## src/rtl/wb_cpu_bridge_pkg.sv

```systemverilog
// Shared types and constants for the 6502-to-Wishbone bridge and its helpers.
package wb_cpu_bridge_pkg;

  // Which Wishbone slave a CPU access is routed to.
  typedef enum logic [1:0] {
    SEL_TIA  = 2'd0,
    SEL_RIOT = 2'd1,
    SEL_ROM  = 2'd2
  } sel_t;

  // Bridge FSM state encoding, kept as plain constants for legacy tools.
  typedef logic [1:0] state_t;
  localparam state_t ST_IDLE = 2'd0;
  localparam state_t ST_WAIT = 2'd1;
  localparam state_t ST_DONE = 2'd2;

  // Address bits that carve the 8K Atari map into ROM / RIOT / TIA.
  localparam int ROM_BIT  = 12;
  localparam int RIOT_BIT = 7;

  // Data handed back to the CPU when a read gets no ack.
  localparam logic [7:0] RD_TIMEOUT_VAL = 8'hFF;

  // A12 selects the cartridge; below that, A7 splits RIOT from TIA.
  function automatic sel_t decode_sel(input logic a_rom, input logic a_riot);
    sel_t sel;
    if (a_rom) begin
      sel = SEL_ROM;
    end else if (a_riot) begin
      sel = SEL_RIOT;
    end else begin
      sel = SEL_TIA;
    end
    return sel;
  endfunction

endpackage

```

## src/rtl/wb_cpu_bridge_if.sv

```systemverilog
// CPU-side request bus and Wishbone slave bus seen by the bridge.
interface wb_cpu_bridge_if #(
  parameter int ADDR_WIDTH = 13,
  parameter int DATA_WIDTH = 8
) ();
  import wb_cpu_bridge_pkg::*;

  // CPU side
  logic                  cpu_req;
  logic [15:0]           cpu_addr;
  logic                  cpu_we;
  logic [DATA_WIDTH-1:0] cpu_dout;
  logic [DATA_WIDTH-1:0] cpu_din;
  logic                  cpu_done;
  logic                  stall_i;

  // Wishbone side
  logic [ADDR_WIDTH-1:0] adr_o;
  logic [DATA_WIDTH-1:0] dat_o;
  logic                  we_o;
  logic                  stb_tia_o;
  logic                  stb_riot_o;
  logic                  stb_rom_o;
  logic                  ack_tia_i;
  logic                  ack_riot_i;
  logic                  ack_rom_i;
  logic [DATA_WIDTH-1:0] dat_tia_i;
  logic [DATA_WIDTH-1:0] dat_riot_i;
  logic [DATA_WIDTH-1:0] dat_rom_i;
  logic                  bus_err_o;

  // Bridge view.
  modport master (
    input  cpu_req, cpu_addr, cpu_we, cpu_dout, stall_i,
    input  ack_tia_i, ack_riot_i, ack_rom_i, dat_tia_i, dat_riot_i, dat_rom_i,
    output cpu_din, cpu_done,
    output adr_o, dat_o, we_o, stb_tia_o, stb_riot_o, stb_rom_o, bus_err_o
  );

  // CPU / slave environment view.
  modport slave (
    output cpu_req, cpu_addr, cpu_we, cpu_dout, stall_i,
    output ack_tia_i, ack_riot_i, ack_rom_i, dat_tia_i, dat_riot_i, dat_rom_i,
    input  cpu_din, cpu_done,
    input  adr_o, dat_o, we_o, stb_tia_o, stb_riot_o, stb_rom_o, bus_err_o
  );

endinterface

```

## src/rtl/wb_cpu_bridge_addr_decode.sv

```systemverilog
// Combinational 13-bit Atari address to slave-select decoder; also usable
// by a passive bus monitor.
module wb_addr_decode
  import wb_cpu_bridge_pkg::*;
(
  input  logic [12:0] i_addr,
  output sel_t        o_sel
);

  // Only A12 and A7 matter; the remaining bits are mirror/offset bits.
  logic w_unused_addr;
  assign w_unused_addr = ^{i_addr[11:8], i_addr[6:0]};

  assign o_sel = decode_sel(i_addr[ROM_BIT], i_addr[RIOT_BIT]);

endmodule

```

## src/rtl/wb_cpu_bridge.sv

```systemverilog
// Wishbone master between the 6502 core and the TIA / RIOT / ROM slaves.
// One request in flight; completion is a single-cycle cpu_done pulse.
module wb_cpu_bridge
  import wb_cpu_bridge_pkg::*;
#(
  parameter int ADDR_WIDTH = 13,
  parameter int DATA_WIDTH = 8,
  parameter int TIMEOUT    = 16
) (
  input  logic             clk_i,
  input  logic             rst_i,
  wb_cpu_bridge_if.master  bus
);

  localparam int CNT_W = $clog2(TIMEOUT);
  localparam logic [CNT_W-1:0] CNT_LAST = CNT_W'(TIMEOUT - 1);
  localparam logic [CNT_W-1:0] CNT_ONE  = CNT_W'(1);

  state_t                r_state;
  sel_t                  r_sel;
  logic [CNT_W-1:0]      r_cnt;
  logic [ADDR_WIDTH-1:0] r_adr;
  logic [DATA_WIDTH-1:0] r_dat;
  logic                  r_we;
  logic                  r_stb_tia;
  logic                  r_stb_riot;
  logic                  r_stb_rom;
  logic [DATA_WIDTH-1:0] r_din;
  logic                  r_done;
  logic                  r_err;

  sel_t                  w_sel;
  logic                  w_ack;
  logic [DATA_WIDTH-1:0] w_rdata;

  // Mirror bits above A12 are ignored by the console.
  logic w_unused_addr_hi;
  assign w_unused_addr_hi = ^bus.cpu_addr[15:13];

  wb_addr_decode u_decode (
    .i_addr (bus.cpu_addr[12:0]),
    .o_sel  (w_sel)
  );

  // Pick the ack and read data of the slave latched for this transaction.
  always_comb begin
    w_ack   = 1'b0;
    w_rdata = '0;
    case (r_sel)
      SEL_TIA: begin
        w_ack   = bus.ack_tia_i;
        w_rdata = bus.dat_tia_i;
      end
      SEL_RIOT: begin
        w_ack   = bus.ack_riot_i;
        w_rdata = bus.dat_riot_i;
      end
      SEL_ROM: begin
        w_ack   = bus.ack_rom_i;
        w_rdata = bus.dat_rom_i;
      end
      default: begin
        w_ack   = 1'b0;
        w_rdata = '0;
      end
    endcase
  end

  // Request latch, slave handshake, timeout and completion FSM.
  always_ff @(posedge clk_i) begin
    if (rst_i) begin
      r_state    <= ST_IDLE;
      r_sel      <= SEL_TIA;
      r_cnt      <= '0;
      r_adr      <= '0;
      r_dat      <= '0;
      r_we       <= 1'b0;
      r_stb_tia  <= 1'b0;
      r_stb_riot <= 1'b0;
      r_stb_rom  <= 1'b0;
      r_din      <= '0;
      r_done     <= 1'b0;
      r_err      <= 1'b0;
    end else begin
      r_done <= 1'b0;
      r_err  <= 1'b0;
      case (r_state)
        ST_IDLE: begin
          // A WSYNC stall simply defers the latch; cpu_req stays asserted.
          if (bus.cpu_req && !bus.stall_i) begin
            r_adr      <= bus.cpu_addr[ADDR_WIDTH-1:0];
            r_dat      <= bus.cpu_dout;
            r_we       <= bus.cpu_we;
            r_sel      <= w_sel;
            r_stb_tia  <= (w_sel == SEL_TIA);
            r_stb_riot <= (w_sel == SEL_RIOT);
            r_stb_rom  <= (w_sel == SEL_ROM);
            r_cnt      <= '0;
            r_state    <= ST_WAIT;
          end
        end
        ST_WAIT: begin
          if (w_ack) begin
            r_stb_tia  <= 1'b0;
            r_stb_riot <= 1'b0;
            r_stb_rom  <= 1'b0;
            if (!r_we) begin
              r_din <= w_rdata;
            end
            r_done  <= 1'b1;
            r_state <= ST_DONE;
          end else if (r_cnt == CNT_LAST) begin
            r_stb_tia  <= 1'b0;
            r_stb_riot <= 1'b0;
            r_stb_rom  <= 1'b0;
            if (!r_we) begin
              r_din <= DATA_WIDTH'(RD_TIMEOUT_VAL);
            end
            r_err   <= 1'b1;
            r_done  <= 1'b1;
            r_state <= ST_DONE;
          end else begin
            r_cnt <= r_cnt + CNT_ONE;
          end
        end
        ST_DONE: begin
          // cpu_req is deliberately not looked at here.
          r_we    <= 1'b0;
          r_state <= ST_IDLE;
        end
        default: begin
          r_stb_tia  <= 1'b0;
          r_stb_riot <= 1'b0;
          r_stb_rom  <= 1'b0;
          r_state    <= ST_IDLE;
        end
      endcase
    end
  end

  assign bus.adr_o      = r_adr;
  assign bus.dat_o      = r_dat;
  assign bus.we_o       = r_we;
  assign bus.stb_tia_o  = r_stb_tia;
  assign bus.stb_riot_o = r_stb_riot;
  assign bus.stb_rom_o  = r_stb_rom;
  assign bus.cpu_din    = r_din;
  assign bus.cpu_done   = r_done;
  assign bus.bus_err_o  = r_err;

endmodule

```

## src/flat_wrapper.sv

```systemverilog
// flat-port wrapper written by rule: the top's interface ports become plain ports
module wb_cpu_bridge_flat import wb_cpu_bridge_pkg::*;
#(
  parameter int ADDR_WIDTH = 13,
  parameter int DATA_WIDTH = 8,
  parameter int TIMEOUT    = 16
)
  (clk_i, rst_i, bus_cpu_req, bus_cpu_addr, bus_cpu_we, bus_cpu_dout, bus_stall_i, bus_ack_tia_i, bus_ack_riot_i, bus_ack_rom_i, bus_dat_tia_i, bus_dat_riot_i, bus_dat_rom_i, bus_cpu_din, bus_cpu_done, bus_adr_o, bus_dat_o, bus_we_o, bus_stb_tia_o, bus_stb_riot_o, bus_stb_rom_o, bus_bus_err_o);
  wb_cpu_bridge_if #(.ADDR_WIDTH(ADDR_WIDTH), .DATA_WIDTH(DATA_WIDTH)) bus_i ();
  input  logic clk_i;
  input  logic rst_i;
  input wire logic [$bits(bus_i.cpu_req)-1:0] bus_cpu_req;
  input wire logic [$bits(bus_i.cpu_addr)-1:0] bus_cpu_addr;
  input wire logic [$bits(bus_i.cpu_we)-1:0] bus_cpu_we;
  input wire logic [$bits(bus_i.cpu_dout)-1:0] bus_cpu_dout;
  input wire logic [$bits(bus_i.stall_i)-1:0] bus_stall_i;
  input wire logic [$bits(bus_i.ack_tia_i)-1:0] bus_ack_tia_i;
  input wire logic [$bits(bus_i.ack_riot_i)-1:0] bus_ack_riot_i;
  input wire logic [$bits(bus_i.ack_rom_i)-1:0] bus_ack_rom_i;
  input wire logic [$bits(bus_i.dat_tia_i)-1:0] bus_dat_tia_i;
  input wire logic [$bits(bus_i.dat_riot_i)-1:0] bus_dat_riot_i;
  input wire logic [$bits(bus_i.dat_rom_i)-1:0] bus_dat_rom_i;
  output wire logic [$bits(bus_i.cpu_din)-1:0] bus_cpu_din;
  output wire logic [$bits(bus_i.cpu_done)-1:0] bus_cpu_done;
  output wire logic [$bits(bus_i.adr_o)-1:0] bus_adr_o;
  output wire logic [$bits(bus_i.dat_o)-1:0] bus_dat_o;
  output wire logic [$bits(bus_i.we_o)-1:0] bus_we_o;
  output wire logic [$bits(bus_i.stb_tia_o)-1:0] bus_stb_tia_o;
  output wire logic [$bits(bus_i.stb_riot_o)-1:0] bus_stb_riot_o;
  output wire logic [$bits(bus_i.stb_rom_o)-1:0] bus_stb_rom_o;
  output wire logic [$bits(bus_i.bus_err_o)-1:0] bus_bus_err_o;
  assign bus_i.cpu_req = bus_cpu_req;
  assign bus_i.cpu_addr = bus_cpu_addr;
  assign bus_i.cpu_we = bus_cpu_we;
  assign bus_i.cpu_dout = bus_cpu_dout;
  assign bus_i.stall_i = bus_stall_i;
  assign bus_i.ack_tia_i = bus_ack_tia_i;
  assign bus_i.ack_riot_i = bus_ack_riot_i;
  assign bus_i.ack_rom_i = bus_ack_rom_i;
  assign bus_i.dat_tia_i = bus_dat_tia_i;
  assign bus_i.dat_riot_i = bus_dat_riot_i;
  assign bus_i.dat_rom_i = bus_dat_rom_i;
  assign bus_cpu_din = bus_i.cpu_din;
  assign bus_cpu_done = bus_i.cpu_done;
  assign bus_adr_o = bus_i.adr_o;
  assign bus_dat_o = bus_i.dat_o;
  assign bus_we_o = bus_i.we_o;
  assign bus_stb_tia_o = bus_i.stb_tia_o;
  assign bus_stb_riot_o = bus_i.stb_riot_o;
  assign bus_stb_rom_o = bus_i.stb_rom_o;
  assign bus_bus_err_o = bus_i.bus_err_o;
  wb_cpu_bridge #(.ADDR_WIDTH(ADDR_WIDTH), .DATA_WIDTH(DATA_WIDTH), .TIMEOUT(TIMEOUT)) u_core (.clk_i(clk_i), .rst_i(rst_i), .bus(bus_i));
endmodule
```

## config.mk

```make
export PLATFORM = sky130hd
export DESIGN_NAME = wb_cpu_bridge_flat
export DESIGN_NICKNAME = d
export VERILOG_FILES = /design/src/rtl/wb_cpu_bridge_pkg.sv /design/src/rtl/wb_cpu_bridge_if.sv /design/src/rtl/wb_cpu_bridge_addr_decode.sv /design/src/rtl/wb_cpu_bridge.sv /design/src/flat_wrapper.sv
export SDC_FILE = /design/constraint.sdc
export NUM_CORES = 1
export LEC_CHECK = 0
export CELL_PAD_IN_SITES_DETAIL_PLACEMENT = 1
export CELL_PAD_IN_SITES_GLOBAL_PLACEMENT = 1
export CORE_ASPECT_RATIO = 0.6
export CORE_MARGIN = 5
export CORE_UTILIZATION = 30
export CTS_BUF_LIST = sky130_fd_sc_hd__clkbuf_16
export CTS_CLUSTER_SIZE = 10
export DETAILED_ROUTE_END_ITERATION = 8
export GPL_TIMING_DRIVEN = 0
export PLACE_DENSITY_LB_ADDON = 0.1
export SLEW_MARGIN = 25
export SYNTH_ARGS = -nofsm -noshare
export SYNTH_HDL_FRONTEND = slang
export SYNTH_SLANG_ARGS = --single-unit
export TNS_END_PERCENT = 5
```

## constraint.sdc

```tcl
create_clock -name clk_i -period 2.35 [get_ports clk_i]
set_input_delay 0.235 -clock clk_i [delete_from_list [all_inputs] [get_ports clk_i]]
set_output_delay 0.235 -clock clk_i [all_outputs]
set_load 0.1 [all_outputs]
```

==> results.json <==
{
  "outcome": "finished clean",
  "maxCapViolCount": 0,
  "postCtsSetupRepairBufs": 0,
  "dr.pass1.iters": 4,
  "grt-ovfl-total": 0,
  "io_buffers": 86,
  "hpwl_mm": 4.815,
  "ys.flop_type": "dfxtp_1",
  "finalSetupViolations": 0,
  "avgSynthCellArea_um2": 8.336,
  "ios": 91,
  "ys_seq_area_share_pct": 46.70,
  "skew_ns": 0.001652,
  "tns_ns": 0,
  "slew-limit-headroom_pct": 32.66,
  "place_area_um2": 2761,
  "final_util_pct": 50.76,
  "critPathCaptureType": "output port",
  "first_global_vias": 1945,
  "leakage_nw": 1.018,
  "cts_hold_buffers": 0,
  "crit_path_max_fanout": 6,
  "ff2ff_path_depth": 5,
  "hold_viol": 0,
  "grt_usage_pct": 16.69,
  "hold_path_class": "in -> reg",
  "drc_errors": 0,
  "cts_tree": "yes",
  "grt_setup_unrepaired": "false",
  "drt_iter0_markers": 62,
  "hold_depth": 2,
  "r2r_setup_slack_ns": 0.66,
  "grt_max_degree": 12,
  "syn_to_final_growth_pct": 60.74,
  "finalHoldWorstSlack_ns": 0.3335,
  "routed_wl_mm": 6.179,
  "n_antenna_cell": 0,
  "clk_path_buf_depth": 2,
  "synthesis.nets": 273,
  "worstReg2RegEnd": "u_core.bus.cpu_din[2]$_SDFFE_PP0P_",
  "fillers": 695,
  "core_area_um2": 5702,
  "syn-cell-area_um2": 1800,
  "h-tree-depth": 2,
  "ir_worst_vdd_uv": 296.7,
  "worst_ep_required_time_ns": 2.12,
  "grt_pass1_wl_mm": 9.991,
  "synth_warnings": 0,
  "synth_edf_count": 0,
  "nets": 366,
  "cts_num_sinks": 42,
  "start_util_pct": 31.58,
  "ys_types": 35,
  "clk_latency_ns": 0.28,
  "power.density_nw_per_um2": 655.6,
  "p_total_mw": 1.897,
  "finalCriticalPeriod_ns": 2.250,
  "r2r_start": "u_core.r_sel[1]$_SDFFE_PP0P_",
  "wl_per_cell_um": 15.88,
  "fp-row-count": 21,
  "fmax_mhz": 444.5,
  "fin_area_um2": 2894,
  "path_clk_slew_ns": 0.06,
  "ant_nets": 0,
  "tightest_slew_ns": 1.007,
  "die_x_um": 110.0,
  "synthArstFlopShare_pct": 0,
  "setup.worst_path.class": "reg -> out",
  "cts_buffers": 5,
  "antenna_found_initial": 0,
  "avgViaCountPerCell": 4.787,
  "whs_endpoint": "u_core.bus.stb_rom_o$_SDFFE_PP0P_",
  "vias": 1862,
  "worstHoldStart": "rst_i",
  "slew_violations": 0,
  "timing.final.crit_share_pct": 95.74,
  "clockRootBuffer": "clkbuf_16",
  "die_h_um": 70.01,
  "ys_ff_latch": 42,
  "drive_above_1_share_pct": 7.443,
  "dieArea_um2": 7702,
  "gp_congestion": 0.7355,
  "syn_inst": 216,
  "critPathArrivalTime_ns": 2.01,
  "post_cts_resized": 0,
  "start_kind": "flip-flop"
}
layer usage:
layer	vias up	track usage (%)	share of wire (%)
li1	934	-	-
met2	50	23.12	41
met1	873	24.48	50
met3	5	5.341	8.3
met4	0	4.564	0.71
met5	-	0	0
how the worst max path moves through the flow:
stage	from	endpoint	slack [ns]	cells past startpoint
global placement	u_core.r_sel[1]$_SDFFE_PP0P_	bus_adr_o[12]	0.41	2
global route	u_core.r_sel[1]$_SDFFE_PP0P_	bus_adr_o[12]	0.05	2
floorplan	u_core.bus.we_o$_SDFFE_PP0P_	u_core.bus.cpu_din[0]$_SDFFE_PP0P_	0.59	4
CTS	u_core.r_sel[1]$_SDFFE_PP0P_	bus_adr_o[12]	0.09	2
detailed placement	u_core.r_sel[1]$_SDFFE_PP0P_	bus_adr_o[12]	0.41	2
finish	u_core.r_sel[1]$_SDFFE_PP0P_	bus_adr_o[12]	0.10	2
state kept, by name, summed over array words and instances, names as in the netlist:
| register | flops |
|---|---|
| u_core.bus.cpu_din | 8 |
| u_core.r_sel | 2 |
| u_core.bus.cpu_done | 1 |
| u_core.bus.stb_tia_o | 1 |
| u_core.bus.stb_rom_o | 1 |
| u_core.bus.dat_o | 8 |
| u_core.bus.stb_riot_o | 1 |
| u_core.bus.bus_err_o | 1 |
| u_core.bus.adr_o | 12 |
| u_core.r_state | 2 |
| u_core.bus.we_o | 1 |
| u_core.r_cnt | 4 |
logic make-up after synthesis:
| logic type | Yosys count | synth area share [%] |
|---|---|---|
| fa+ha+maj | 1 | 0.6948 |
| flops | 42 | 46.70 |
| mux | 10 | 5.768 |
| buf+inv | 20 | 5.490 |
| compound gates | 61 | 19.94 |
| simple gates | 82 | 21.40 |
per-stage QoR:
step	cells	worst slack (ns)
after global placement	382	0.4091
after global routing	389	0.05387
after CTS	389	0.08896
after floorplan	216	0.5902
after detailed placement	382	0.4128
final	389	0.1002
cell usage after synthesis (2+ instances only):
master,instances,share of area (%)
mux2i_1,9,5.0
a211oi_1,10,4.2
buf_2,10,2.8
nand3b_1,3,1.3
or4b_1,2,1.1
nand3_1,7,1.9
clkbuf_1,5,1.0
nor2b_1,2,0.69
a31oi_1,4,1.4
dfxtp_1,42,47
inv_1,2,0.42
nor2_1,9,1.9
a21oi_1,42,12
nand2_1,47,9.8
nor3b_1,2,0.83
placed cells by master, fill, tap and decap left out, types with 2 or more instances in the layout:
cell | Yosys | layout
clkbuf_1 | 5 | 5
buf_2 | 10 | 10
nor2b_1 | 2 | 2
nor3b_1 | 2 | 2
inv_1 | 2 | 4
a31oi_1 | 4 | 4
dfxtp_1 | 42 | 42
nand2_1 | 47 | 47
nand3_1 | 7 | 7
nor2_1 | 9 | 9
clkdlybuf4s50_1 | 0 | 86
a21oi_1 | 42 | 42
mux2i_1 | 9 | 9
a211oi_1 | 10 | 10
or4b_1 | 2 | 2
clkbuf_16 | 0 | 5
nand3b_1 | 3 | 3
where the power goes:
group | internal, mW | switching (mW) | total [mW]
Clock | 0.380 | 0.266 | 0.646
Combinational | 0.169 | 0.320 | 0.489
Sequential | 0.743 | 0.0197 | 0.763
cell type report:
class | instances | area [um2] | share of cell area [%]
Multi-Input combinational cell | 154 | 860.8 | 29.74
Timing Repair Buffer | 86 | 860.8 | 29.74
Sequential cell | 42 | 840.8 | 29.05
Clock buffer | 5 | 125.1 | 4.323
Tap cell | 80 | 100.1 | 3.459
Buffer | 18 | 91.34 | 3.156
Clock inverter | 2 | 7.507 | 0.2594
Inverter | 2 | 7.507 | 0.2594
worst max-delay path, cell delays in order (launching register included):
cell and delay [ns]:
dfxtp_1 0.45, buf_4 0.15, clkdlybuf4s50_1 1.12
No activity file was read; power rests on OpenSTA's default activity.
